$ cat src/rtl/w5300_bus_arbiter.sv
// Round-robin arbiter sharing the W5300 register port between N requesters.
// Optional BUSY watchdog when W5300_ARB_TIMEOUT_EN is defined.
module w5300_bus_arbiter #(
   parameter int N              = 4,
   parameter int MAX_BURST      = 16,
   parameter int TIMEOUT_CYCLES = 6000
) (
   input  logic            clk,
   input  logic            rst_n,
   input  logic [N-1:0]    req,
   input  logic [N-1:0]    lock,
   input  logic [N*11-1:0] req_addr,
   input  logic [N*16-1:0] req_wr_data,
   output logic [N-1:0]    grant,
   output logic [N-1:0]    done,
   output logic [15:0]     rd_data,
   output logic            if_req,
   output logic [10:0]     if_addr,
   output logic [15:0]     if_wr_data,
   input  logic [15:0]     if_rd_data,
   input  logic            if_op_state,
   output logic            err
);

   localparam int LW = (N > 1) ? $clog2(N) : 1;
   localparam int CW = $clog2(MAX_BURST + 1);

   if (N < 2 || N > 8 || MAX_BURST < 1 || TIMEOUT_CYCLES < 1) begin : g_bad_param
      $error("w5300_bus_arbiter: parameter out of range");
   end

   typedef enum logic [1:0] {ARB, BUSY, DONE, HOLD} state_t;

   state_t        state;
   logic [LW-1:0] last;
   logic [LW-1:0] owner;
   logic [CW-1:0] burst_cnt;
   logic [LW-1:0] win;
   logic          win_ok;
   logic          hold_ok;
   logic          tmo_hit;

   // First requester after the last owner, wrapping modulo N
   always_comb begin
      win    = '0;
      win_ok = 1'b0;
      for (int k = 1; k <= N; k++) begin
         int j;
         j = (int'(last) + k) % N;
         if (!win_ok && req[LW'(j)]) begin
            win_ok = 1'b1;
            win    = LW'(j);
         end
      end
   end

   assign hold_ok = lock[owner] && req[owner] &&
                    (int'(burst_cnt) < MAX_BURST - 1);

`ifdef W5300_ARB_TIMEOUT_EN
   localparam int TW = $clog2(TIMEOUT_CYCLES + 1);

   logic [TW-1:0] tmo_cnt;
   logic          err_q;

   assign tmo_hit = (int'(tmo_cnt) == TIMEOUT_CYCLES - 1);
   assign err     = err_q;

   // Counter is held at zero outside BUSY, so every BUSY entry starts fresh
   always_ff @(posedge clk) begin
      if (!rst_n) begin
         tmo_cnt <= '0;
         err_q   <= 1'b0;
      end else if (state != BUSY || if_op_state) begin
         tmo_cnt <= '0;
      end else if (tmo_hit) begin
         tmo_cnt <= '0;
         err_q   <= 1'b1;
      end else begin
         tmo_cnt <= tmo_cnt + TW'(1);
      end
   end
`else
   assign tmo_hit = 1'b0;
   assign err     = 1'b0;
`endif

   always_ff @(posedge clk) begin
      if (!rst_n) begin
         state      <= ARB;
         grant      <= '0;
         done       <= '0;
         rd_data    <= '0;
         if_req     <= 1'b0;
         if_addr    <= '0;
         if_wr_data <= '0;
         last       <= LW'(N - 1);
         owner      <= '0;
         burst_cnt  <= '0;
      end else begin
         unique case (state)
            ARB: begin
               if (win_ok) begin
                  grant      <= N'(1) << win;
                  owner      <= win;
                  if_addr    <= req_addr[int'(win)*11 +: 11];
                  if_wr_data <= req_wr_data[int'(win)*16 +: 16];
                  if_req     <= 1'b1;
                  burst_cnt  <= '0;
                  state      <= BUSY;
               end
            end
            BUSY: begin
               if (if_op_state) begin
                  if_req  <= 1'b0;
                  rd_data <= if_rd_data;
                  done    <= grant;
                  state   <= DONE;
               end else if (tmo_hit) begin
                  if_req  <= 1'b0;
                  rd_data <= 16'hFFFF;
                  done    <= grant;
                  state   <= DONE;
               end
            end
            DONE: begin
               done  <= '0;
               state <= HOLD;
            end
            HOLD: begin
               // Locked owner keeps the bus without passing through ARB
               if (hold_ok) begin
                  if_addr    <= req_addr[int'(owner)*11 +: 11];
                  if_wr_data <= req_wr_data[int'(owner)*16 +: 16];
                  burst_cnt  <= burst_cnt + CW'(1);
                  if_req     <= 1'b1;
                  state      <= BUSY;
               end else begin
                  grant <= '0;
                  last  <= owner;
                  state <= ARB;
               end
            end
            default: state <= ARB;
         endcase
      end
   end

endmodule

$ cat config.mk
export PLATFORM = sky130hd
export DESIGN_NAME = w5300_bus_arbiter
export DESIGN_NICKNAME = d
export VERILOG_FILES = /design/src/rtl/w5300_bus_arbiter.sv
export SDC_FILE = /design/constraint.sdc
export NUM_CORES = 1
export LEC_CHECK = 0
export CAP_MARGIN = 30
export CORE_UTILIZATION = 39
export CTS_CLUSTER_DIAMETER = 60
export DETAILED_ROUTE_END_ITERATION = 8
export PLACE_DENSITY = 0.78
export SETUP_SLACK_MARGIN = 0.4
export SYNTH_ARGS = -nofsm -noshare
export SYNTH_HDL_FRONTEND = slang
export SYNTH_SLANG_ARGS = --single-unit
$ cat constraint.sdc
create_clock -name clk -period 2.06 [get_ports clk]
set_clock_uncertainty 0.1 [all_clocks]
set_input_delay 0.206 -clock clk [delete_from_list [all_inputs] [get_ports clk]]
set_output_delay 0.206 -clock clk [all_outputs]
set_load 0.03 [all_outputs]
==> After elaboration in Yosys (flattened, before gate mapping) <==
Index checks and enable logic that the tools add are counted.
{ "word_totals": {"regBits": 63, "inputBits": 135, "wordCells": 102} }
{ "classes": {"n_addsub": 5, "n_mul": 2, "magnitude_cmp": 6, "eq_ne": 7, "shift": 5, "mux": 46, "n_bitwise": 1, "reduce_logical": 20} }
{ "op_table": {"columns": ["op", "n"], "rows": [
  ["64-bit by 7-bit indexed part select with 16-bit output", 2],
  ["44-bit by 7-bit indexed part select with 11-bit output", 2],
  ["16-bit two-way mux", 2],
  ["16-bit case mux with 2 select lines", 1],
  ["11-bit two-way mux", 2],
  ["11-bit case mux with 2 select lines", 1],
  ["1-bit two-way mux", 18],
  ["2-bit by 4-bit < comparator with 1-bit output (second input constant)", 4],
  ["4-bit case mux with 2 select lines", 2],
  ["1-bit binary-select mux with 2-bit select", 6],
  ["2-bit by 4-bit multiplier with 6-bit output (second input constant)", 2],
  ["2-bit two-way mux", 6],
  ["4-bit two-way mux", 3],
  ["5-bit two-way mux", 2],
  ["5-bit case mux with 2 select lines", 1],
  ["2-bit AND reduction", 5],
  ["2-bit != test (second input constant)", 4],
  ["2-bit case mux with 4 select lines", 1],
  ["3-bit AND reduction", 2],
  ["5-bit by 1-bit adder with 5-bit output (second input constant)", 1],
  ["1-bit logical AND", 5],
  ["5-bit by 4-bit < comparator with 1-bit output (second input constant)", 1],
  ["2-bit by 1-bit adder with 2-bit output (second input constant)", 2],
  ["2-bit adder (second input constant)", 2],
  ["11 further kinds", 15]
]} }

==> Depth between registers and ports, before layout <==
Gate-level depths: netlist of the first run.
{ "logic_depth": {"word_depth": 18, "depth_mapped": 9} }

==> Worst setup path before layout of the first run <==
OpenSTA, ideal clock, no wires.
{ "synth_timing": {"path_type": "reg2reg", "startpoint": "reg state[0]", "endpoint": "reg if_addr[10]", "t_arrival_ps": 1778, "slack_ps": 95, "path_stages_with_launch": 9, "period_less_slack_ps": 1965, "path_cell_list": "dfxtp_1 inv_1 ha_1 buf_2 mux2i_4 o31ai_4 nand2_4 buf_6 o31ai_1"} }
{ "synth_via": {"elab_chain_len": 3, "word_cells_on_any_way": 7, "cone_classes": "eq/ne: 3; mux: 1; reduce/logical: 3"} }
{ "synth_lines": {"columns": ["element", "line", "text"], "rows": [
  ["from (decl)", "34", "state_t state;"],
  ["from (signal assigned)", "90", "state <= ARB;"],
  ["from (signal assigned)", "110", "state <= BUSY;"],
  ["from (signal assigned)", "118", "state <= DONE;"],
  ["2-bit == test or 2-bit logical NOT (tied branches)", "101", "unique case (state)"],
  ["2-bit != test (no line) or 2-bit nonzero test (tied branches)", null, null],
  ["3-bit AND reduction (no line)", null, null],
  ["to (signal assigned)", "106", "if_addr <= req_addr[int'(win)*11 +: 11];"],
  ["to (signal assigned)", "133", "if_addr <= req_addr[int'(owner)*11 +: 11];"],
  ["to (decl)", "18", "output logic [10:0] if_addr,"]
]} }
Parallel ways exist; a longest one is shown, timed or not.
A chain may end at the register's enable or synchronous reset.

==> Worst setup path in the final report of the first run <==
{ "layout_timing": {"startpoint": "reg burst_cnt[3]", "endpoint": "reg if_wr_data[3]"} }
{ "layout_via": {"elab_chain_len": 4} }
{ "layout_lines": {"columns": ["element", "line", "text"], "rows": [
  ["from (decl)", "37", "logic [CW-1:0] burst_cnt;"],
  ["from (signal assigned)", "135", "burst_cnt <= burst_cnt + CW'(1);"],
  ["5-bit by 4-bit < comparator with 1-bit output", "58", "(int'(burst_cnt) < MAX_BURST - 1);"],
  ["1-bit logical AND", "57", "assign hold_ok = lock[owner] && req[owner] &&"],
  ["2-bit != test (no line)", null, null],
  ["3-bit AND reduction (no line)", null, null],
  ["to (signal assigned)", "107", "if_wr_data <= req_wr_data[int'(win)*16 +: 16];"],
  ["to (signal assigned)", "134", "if_wr_data <= req_wr_data[int'(owner)*16 +: 16];"],
  ["to (decl)", "19", "output logic [15:0] if_wr_data,"]
]} }
Every way passes these cells.

==> metrics.txt, run 1 <==
# TYPE chip_impl_metric gauge
chip_impl_metric{name="dp_hpwl",unit="um"} 11300
chip_impl_info{name="worstSetupStartpointType",value="flop"} 1
chip_impl_metric{name="maxCapViolations",unit=""} 0
chip_impl_metric{name="via_count_of_the_first_global_routing_pass",unit=""} 5461
chip_impl_metric{name="route.detailed.vias_per_inst",unit=""} 6.28
chip_impl_info{name="rsz0062_at_grt",value="yes"} 1
chip_impl_metric{name="max-clock-path-buffers",unit=""} 2
chip_impl_info{name="timing.setup.critical_path_class",value="reg -> reg"} 1
chip_impl_info{name="critPathSlowestCell",value="sky130_fd_sc_hd__dfxtp_2"} 1
chip_impl_metric{name="initial_core_util",unit="%"} 40.8
chip_impl_metric{name="ctsHoldBuffers",unit=""} 0
chip_impl_metric{name="die-height",unit="um"} 107
chip_impl_metric{name="fp.dieArea",unit="um2"} 11400
chip_impl_metric{name="clk-insertion-delay-late",unit="ns"} 0.36
chip_impl_metric{name="grt.total_usage",unit="%"} 29.1
chip_impl_metric{name="clkSinkCount",unit=""} 63
chip_impl_metric{name="grt_max_degree",unit=""} 38
chip_impl_metric{name="area_growth_from_synthesis_to_layout",unit="%"} 82.8
chip_impl_metric{name="synth_sequential_area_ratio",unit="%"} 29.5
chip_impl_metric{name="synth-async-reset-ratio",unit="%"} 0
chip_impl_metric{name="routedWlPerCell",unit="um"} 20.6
chip_impl_metric{name="p_per_area",unit="nW/um2"} 1120
chip_impl_metric{name="clk_transition_reported_paths",unit="ns"} 0.08
chip_impl_metric{name="syn_avg_cell_area",unit="um2"} 7.18
chip_impl_metric{name="vdd_drop_max",unit="mV"} 0.567
chip_impl_metric{name="detail_route.iter0.violations",unit=""} 605
chip_impl_metric{name="non_filler_cell_area_final",unit="um2"} 7810
chip_impl_metric{name="ys.warnings.count",unit=""} 0
chip_impl_metric{name="critical_path_peak_fanout",unit=""} 13
chip_impl_metric{name="total_leakage_power",unit="nW"} 3.18
chip_impl_metric{name="setup_viols_final",unit=""} 0
chip_impl_metric{name="finalHoldViolCount",unit=""} 0
chip_impl_metric{name="antenna_found_initial",unit=""} 0
chip_impl_info{name="cts_root_buffer",value="sky130_fd_sc_hd__clkbuf_8"} 1
chip_impl_info{name="outcome",value="finished, final reports clean"} 1
chip_impl_info{name="dominantRegCellSynth",value="sky130_fd_sc_hd__dfxtp_1"} 1
chip_impl_info{name="timing.critical_path.to_type",value="flop"} 1
chip_impl_metric{name="drcViolationCount",unit=""} 0
chip_impl_metric{name="routabilityCongestion",unit=""} 0.951
chip_impl_metric{name="whs_path_depth",unit=""} 3
chip_impl_info{name="layout.cells.most_common",value="sky130_fd_sc_hd__nand2_1"} 1
chip_impl_metric{name="max_slew_margin",unit="%"} 59.1
chip_impl_metric{name="core_area",unit="um2"} 10500
chip_impl_metric{name="yosys.cell_types.count",unit=""} 57
chip_impl_metric{name="worst_ep_required_time",unit="ns"} 2.21
chip_impl_metric{name="port_buffers",unit=""} 186
chip_impl_info{name="crit_top_cell",value="sky130_fd_sc_hd__o31ai_4"} 1
chip_impl_metric{name="core_rows",unit=""} 37
chip_impl_metric{name="critical_path_arrival",unit="ns"} 2.11
chip_impl_metric{name="min_period",unit="ns"} 1.96
chip_impl_metric{name="postSynthNetCount",unit=""} 736
chip_impl_metric{name="synth_edf_count",unit=""} 0
chip_impl_metric{name="diodes",unit=""} 0
chip_impl_metric{name="dieWidth",unit="um"} 107
chip_impl_metric{name="routed_wirelength",unit="um"} 19500
chip_impl_metric{name="worst_slack",unit="ns"} 0.0994
chip_impl_metric{name="htreeDepth",unit=""} 3
chip_impl_metric{name="proportion_of_layout_cells_with_a_drive_suffix_above_1",unit="%"} 27.2
chip_impl_metric{name="pin_count",unit=""} 188
chip_impl_metric{name="report.final.slew_viol_count",unit=""} 0
chip_impl_metric{name="post_synth_inst_count",unit=""} 595
chip_impl_metric{name="global_route_wire_length_before_repair",unit="um"} 26300
chip_impl_metric{name="detailedRoute.firstPassIterationCount",unit=""} 6
chip_impl_metric{name="syn-cell-area",unit="um2"} 4270
chip_impl_info{name="layout_common_cells",value="154 x sky130_fd_sc_hd__nand2_1, 130 x sky130_fd_sc_hd__clkdlybuf4s50_1, 60 x sky130_fd_sc_hd__a21oi_1, 55 x sky130_fd_sc_hd__dfxtp_1, 50 x sky130_fd_sc_hd__dlygate4sd2_1"} 1
chip_impl_metric{name="achievable-frequency",unit="GHz"} 0.510
chip_impl_metric{name="reg2regPathDepth",unit=""} 6
chip_impl_metric{name="cts-buffers-inserted",unit=""} 9
chip_impl_info{name="tritoncts",value="yes"} 1
chip_impl_metric{name="num-nets-final",unit=""} 944
chip_impl_metric{name="synthesized_flop_and_latch_total",unit=""} 63
chip_impl_metric{name="detail-route-antenna-nets",unit=""} 0
chip_impl_metric{name="delay_of_the_slowest_critical_path_stage",unit="ns"} 0.36
chip_impl_metric{name="final.period_utilization",unit="%"} 95.2
chip_impl_metric{name="detailed_place.area",unit="um2"} 6430
chip_impl_metric{name="vias",unit=""} 5933
chip_impl_info{name="path_type_of_the_worst_min_delay_path",value="in -> reg"} 1
chip_impl_metric{name="worstMarginPinSlew",unit="ns"} 0.613
chip_impl_metric{name="dp_slack",unit="ns"} -0.357
chip_impl_info{name="timing.critical_path.cells",value="a41oi_4, o31ai_4, o31ai_4, buf_6, nand2_4, o31ai_1"} 1
chip_impl_metric{name="globalRoute.totalOverflow",unit=""} 0
[cells in the mapped netlist, drive strengths merged (2+ instances only)]
library cell / count / area share, %
a22oi: 4 / 0.70
and3b: 3 / 0.62
o2111ai: 27 / 5.5
nand3: 5 / 0.59
and2: 3 / 0.44
and3: 2 / 0.29
o31ai: 29 / 5.5
nor2: 14 / 1.2
a21oi: 78 / 9.1
o221a: 2 / 0.53
nor4: 28 / 4.1
o22a: 2 / 0.41
mux2i: 2 / 0.76
o21ai: 34 / 4.1
clkbuf: 27 / 2.4
nand2: 158 / 14
nand4: 3 / 0.44
a221oi: 27 / 5.5
inv: 10 / 0.88
buf: 37 / 5.2
o221ai: 2 / 0.56
or2: 2 / 0.29
a41oi: 4 / 1.0
nand2b: 3 / 0.44
ha: 6 / 1.8
dfxtp: 63 / 30
[worst paths after layout]
path                                                start                         end  slack (ns)
worst max-delay path            burst_cnt[3]$_SDFFE_PN0P_  if_wr_data[3]$_SDFFE_PN0P_         0.1
worst min-delay path                        if_rd_data[8]     rd_data[8]$_SDFFE_PN0P_        0.31
worst max register to register  burst_cnt[3]$_SDFFE_PN0P_  if_wr_data[3]$_SDFFE_PN0P_         0.1
worst min register to register    rd_data[4]$_SDFFE_PN0P_     rd_data[4]$_SDFFE_PN0P_        0.35
[critical path, delay by kind of cell (launching register included)]
family          cells  cell delay (ns)
compound gates      4             1.04
buf+inv             1             0.19
simple gates        1             0.15
flops               1             0.36
[per-stage QoR]
step	std cells	hold slack (ns)	utilization, %	setup TNS (ns)	total power, mW
2_1_floorplan	595	0.242	-	0	4.54
3_3_place_gp	893	0.337	61.5	-5.68	6.04
3_5_place_dp	893	0.343	61.5	-8.50	6.16
4_1_cts	923	0.298	65.9	0	7.53
5_1_grt	944	0.282	74.6	0	9.15
6_report	944	0.308	74.6	0	8.75
[final cells by class]
class	count	area, um2
sequential	63	1280
clock inverter	6	68.8
clock buffer	10	138
timing repair buffer	259	2650
inverter	10	45.0
tap	136	170
multi-input combinational	460	3460
fill	709	2650
[what timing repair did]
action,in CTS,in global routing
gates resized for setup,90,144
setup buffers,11,16
hold endpoints to repair,0,0
pin swaps,12,27
gates cloned,3,5
endpoints found under the setup margin,87,61
[routing by layer]
| layer | up-vias | share of wire [%] | GRT usage, % |
|---|---|---|---|
| met1 | 2771 | 37 | 33.9 |
| met5 | - | 0 | 0 |
| met4 | 0 | 5.1 | 15.7 |
| met3 | 99 | 9.4 | 6.57 |
| met2 | 422 | 48 | 49.4 |
| li1 | 2641 | - | - |
[sequential cells by signal (all words and copies together), names as in the netlist]
name,flops
burst_cnt,5
done,4
grant,4
if_addr,11
if_req,1
if_wr_data,16
last,2
owner,2
rd_data,16
state,2
[logic make-up (layout without fill, tap and decap cells)]
| logic type | Yosys count | count (layout) | share of synthesized area, % |
|---|---|---|---|
| other | 1 | 1 | 0.0878 |
| DFF | 63 | 63 | 29.5 |
| buffers and inverters | 74 | 285 | 8.49 |
| adders and majority gates | 6 | 6 | 1.76 |
| AOI/OAI and AO/OA | 223 | 223 | 35.9 |
| and+or+nand+nor | 225 | 227 | 23.2 |
| muxes | 3 | 3 | 1.03 |
[power breakdown]
group	leakage, nW	total (mW)	internal (mW)	switching, mW
Combinational	2.56	5.67	2.39	3.28
Sequential	0.520	1.92	1.63	0.282
Clock	0.103	1.17	0.598	0.572
Power figures use the tool's default switching activity.
==> run 2: changes to the inputs <==
--- a/config.mk
+++ b/config.mk
@@ -5,6 +5,7 @@
 export SDC_FILE = /design/constraint.sdc
 export NUM_CORES = 1
 export LEC_CHECK = 0
+export ABC_CLOCK_PERIOD_IN_PS = 2060
 export CAP_MARGIN = 30
 export CORE_UTILIZATION = 39
 export CTS_CLUSTER_DIAMETER = 60
==> results of run 2 <==
No change in the layout: final DEF, timing and power equal those of run 1.
==> run 3: changes to the inputs <==
--- a/config.mk
+++ b/config.mk
@@ -7,11 +7,13 @@
 export LEC_CHECK = 0
 export ABC_CLOCK_PERIOD_IN_PS = 2060
 export CAP_MARGIN = 30
+export CORE_ASPECT_RATIO = 0.7
 export CORE_UTILIZATION = 39
 export CTS_CLUSTER_DIAMETER = 60
 export DETAILED_ROUTE_END_ITERATION = 8
 export PLACE_DENSITY = 0.78
 export SETUP_SLACK_MARGIN = 0.4
+export SKIP_CTS_REPAIR_TIMING = 1
 export SYNTH_ARGS = -nofsm -noshare
 export SYNTH_HDL_FRONTEND = slang
 export SYNTH_SLANG_ARGS = --single-unit
==> constraint.sdc (replaced) <==
create_clock -name clk -period 2.06 [get_ports clk]
set_clock_uncertainty 0.1 [all_clocks]
set_input_delay 0.206 -clock clk [delete_from_list [all_inputs] [get_ports clk]]
set_output_delay 0.206 -clock clk [all_outputs]
set_load 0.1 [all_outputs]
==> metrics.txt, run 3 (synthesis gave the netlist of run 1 again) <==
# TYPE chip_impl_metric gauge
chip_impl_info{name="outcome",value="finished, final reports clean"} 1
chip_impl_metric{name="max-clock-path-buffers",unit=""} 2
chip_impl_metric{name="route.detailed.vias_per_inst",unit=""} 5.89
chip_impl_info{name="crit_top_cell",value="sky130_fd_sc_hd__buf_6"} 1
chip_impl_metric{name="setup-tns-final",unit="ns"} 0
chip_impl_metric{name="grt_max_degree",unit=""} 47
chip_impl_metric{name="critical_path_arrival",unit="ns"} 2.08
chip_impl_info{name="cts_root_buffer",value="sky130_fd_sc_hd__clkbuf_16"} 1
chip_impl_metric{name="antenna_found_initial",unit=""} 0
chip_impl_info{name="tritoncts",value="yes"} 1
chip_impl_metric{name="cts-buffers-inserted",unit=""} 9
chip_impl_metric{name="total_leakage_power",unit="nW"} 2.79
chip_impl_metric{name="diodes",unit=""} 0
chip_impl_metric{name="detail-route-antenna-nets",unit=""} 0
chip_impl_info{name="timing.critical_path.cells",value="and3b_2, buf_6, a311oi_4, o31ai_4, buf_4, buf_6, a211oi_2, a31o_2"} 1
chip_impl_metric{name="initial_core_util",unit="%"} 40.6
chip_impl_metric{name="critical_path_peak_fanout",unit=""} 4
chip_impl_metric{name="detailed_place.area",unit="um2"} 6280
chip_impl_metric{name="die-height",unit="um"} 89.6
chip_impl_metric{name="design_power_total",unit="mW"} 9.99
chip_impl_info{name="critPathSlowestCell",value="sky130_fd_sc_hd__a311oi_4"} 1
chip_impl_metric{name="worstMarginPinSlew",unit="ns"} 0.513
chip_impl_metric{name="routabilityCongestion",unit=""} 0.925
chip_impl_metric{name="area_growth_from_synthesis_to_layout",unit="%"} 65.4
chip_impl_metric{name="num-nets-final",unit=""} 921
chip_impl_metric{name="proportion_of_layout_cells_with_a_drive_suffix_above_1",unit="%"} 24.2
chip_impl_metric{name="clk-insertion-delay-late",unit="ns"} 0.34
chip_impl_metric{name="globalRoute.totalOverflow",unit=""} 0
chip_impl_info{name="path_type_of_the_worst_min_delay_path",value="in -> reg"} 1
chip_impl_metric{name="worst-path-buf-inv",unit=""} 3
chip_impl_metric{name="fp.dieArea",unit="um2"} 11400
chip_impl_metric{name="maxCapViolations",unit=""} 0
chip_impl_metric{name="worst_ep_required_time",unit="ns"} 2.24
chip_impl_metric{name="delay_of_the_slowest_critical_path_stage",unit="ns"} 0.34
chip_impl_metric{name="p_per_area",unit="nW/um2"} 1410
chip_impl_info{name="rsz0062_at_grt",value="yes"} 1
chip_impl_metric{name="min_period",unit="ns"} 1.90
chip_impl_metric{name="clkSinkCount",unit=""} 63
chip_impl_metric{name="global_route_wire_length_before_repair",unit="um"} 24500
chip_impl_info{name="layout.cells.most_common",value="sky130_fd_sc_hd__nand2_1"} 1
chip_impl_metric{name="dieWidth",unit="um"} 127
chip_impl_metric{name="core_area",unit="um2"} 10500
chip_impl_metric{name="core_rows",unit=""} 31
chip_impl_info{name="timing.critical_path.to_type",value="flop"} 1
chip_impl_metric{name="grt.total_usage",unit="%"} 27.2
chip_impl_metric{name="setup_viols_final",unit=""} 0
chip_impl_info{name="timing.setup.critical_path_class",value="reg -> reg"} 1
chip_impl_metric{name="vdd_drop_max",unit="mV"} 1.44
chip_impl_metric{name="reg2reg_slack",unit="ns"} 0.16
chip_impl_metric{name="via_count_of_the_first_global_routing_pass",unit=""} 4888
chip_impl_metric{name="max_slew_margin",unit="%"} 65.7
chip_impl_metric{name="htreeDepth",unit=""} 3
chip_impl_metric{name="finalHoldViolCount",unit=""} 0
chip_impl_metric{name="drcViolationCount",unit=""} 0
chip_impl_metric{name="final.period_utilization",unit="%"} 92.2
chip_impl_info{name="reg.largest.list",value="if_wr_data x16, rd_data x16, if_addr x11"} 1
chip_impl_info{name="crit_family",value="compound AO/OA/AOI/OAI gates"} 1
chip_impl_metric{name="report.final.slew_viol_count",unit=""} 0
chip_impl_info{name="layout_common_cells",value="156 x sky130_fd_sc_hd__nand2_1, 130 x sky130_fd_sc_hd__clkdlybuf4s50_1, 85 x sky130_fd_sc_hd__buf_4, 75 x sky130_fd_sc_hd__a21oi_1, 58 x sky130_fd_sc_hd__dfxtp_1"} 1
chip_impl_metric{name="routedWlPerCell",unit="um"} 18.3
chip_impl_metric{name="routed_wirelength",unit="um"} 17100
chip_impl_metric{name="detail_route.iter0.violations",unit=""} 426
chip_impl_metric{name="non_filler_cell_area_final",unit="um2"} 7060
chip_impl_metric{name="dp_hpwl",unit="um"} 11700
chip_impl_metric{name="pin_count",unit=""} 188
chip_impl_metric{name="port_buffers",unit=""} 186
chip_impl_metric{name="detailedRoute.firstPassIterationCount",unit=""} 5
chip_impl_metric{name="vias",unit=""} 5499
chip_impl_info{name="worstSetupStartpointType",value="flop"} 1
chip_impl_metric{name="clk_transition_reported_paths",unit="ns"} 0.06
chip_impl_metric{name="achievable-frequency",unit="GHz"} 0.526
run 3: cell count changes in the layout (fill, tap and decap cells not counted), moves of 10 or more:
cell | before | now
sky130_fd_sc_hd__a221oi_1 | 0 | 13
sky130_fd_sc_hd__buf_4 | 42 | 85
sky130_fd_sc_hd__o31ai_2 | 13 | 1
sky130_fd_sc_hd__clkbuf_8 | 10 | 0
sky130_fd_sc_hd__o21ai_0 | 18 | 29
sky130_fd_sc_hd__a21oi_1 | 60 | 75
sky130_fd_sc_hd__nor4_1 | 8 | 20
sky130_fd_sc_hd__dlygate4sd2_1 | 50 | 0
sky130_fd_sc_hd__a21oi_2 | 18 | 3
sky130_fd_sc_hd__o31ai_1 | 14 | 26
run 3: final timing paths:
| kind | startpoint | to | depth (start not counted) |
|---|---|---|---|
| worst max-delay path | owner[0]$_SDFFE_PN0P_ | burst_cnt[2]$_SDFFE_PN0P_ | 8 |
| worst min-delay path | req[0] | owner[1]$_SDFFE_PN0P_ | 5 |
| worst max register to register | owner[0]$_SDFFE_PN0P_ | burst_cnt[2]$_SDFFE_PN0P_ | 8 |
| worst min register to register | if_wr_data[9]$_SDFFE_PN0P_ | if_wr_data[9]$_SDFFE_PN0P_ | 2 |
run 3: stage by stage:
step | setup WS, ns | std cells | hold WS, ns | utilization (%)
after floorplan | 0.229 | 595 | 0.242 | -
after global placement | -0.229 | 905 | 0.339 | 59.7
after detailed placement | -0.312 | 905 | 0.342 | 59.7
after CTS | -0.152 | 921 | 0.316 | 62.4
after global routing | 0.0805 | 933 | 0.341 | 67.2
final | 0.160 | 933 | 0.322 | 67.2
run 3: power by group:
| part | leakage (nW) | switching (mW) | total [mW] | internal (mW) |
|---|---|---|---|---|
| sequential | 0.518 | 0.300 | 1.94 | 1.64 |
| combinational | 2.14 | 4.64 | 6.59 | 1.95 |
| clock | 0.133 | 0.635 | 1.46 | 0.827 |
run 3: final cells by class:
cell class              count  area [um2]
repair buffers            237        2310
multi-input cells         459        2980
fillers                   823        3450
clock buffers               9         225
inverters                  10        42.5
clock inverters             7        55.1
flip-flops and latches     63        1270
well taps                 148         185
run 3: tightest hold or removal path: cells and delay by family:
kind	cells	cell delay, ns
AND/OR/NAND/NOR	3	0.32
buffers and inverters	1	0.13
AO/OA/AOI/OAI	1	0.06
run 3: per-layer routing:
layer  global-route usage, %  share of wire [%]  vias to the layer above
met4                    9.85                2.2                        0
met5                       0                  0                        -
met1                    37.3                 46                     2572
li1                        -                  -                     2595
met2                    43.3                 45                      295
met3                    4.91                7.3                       37
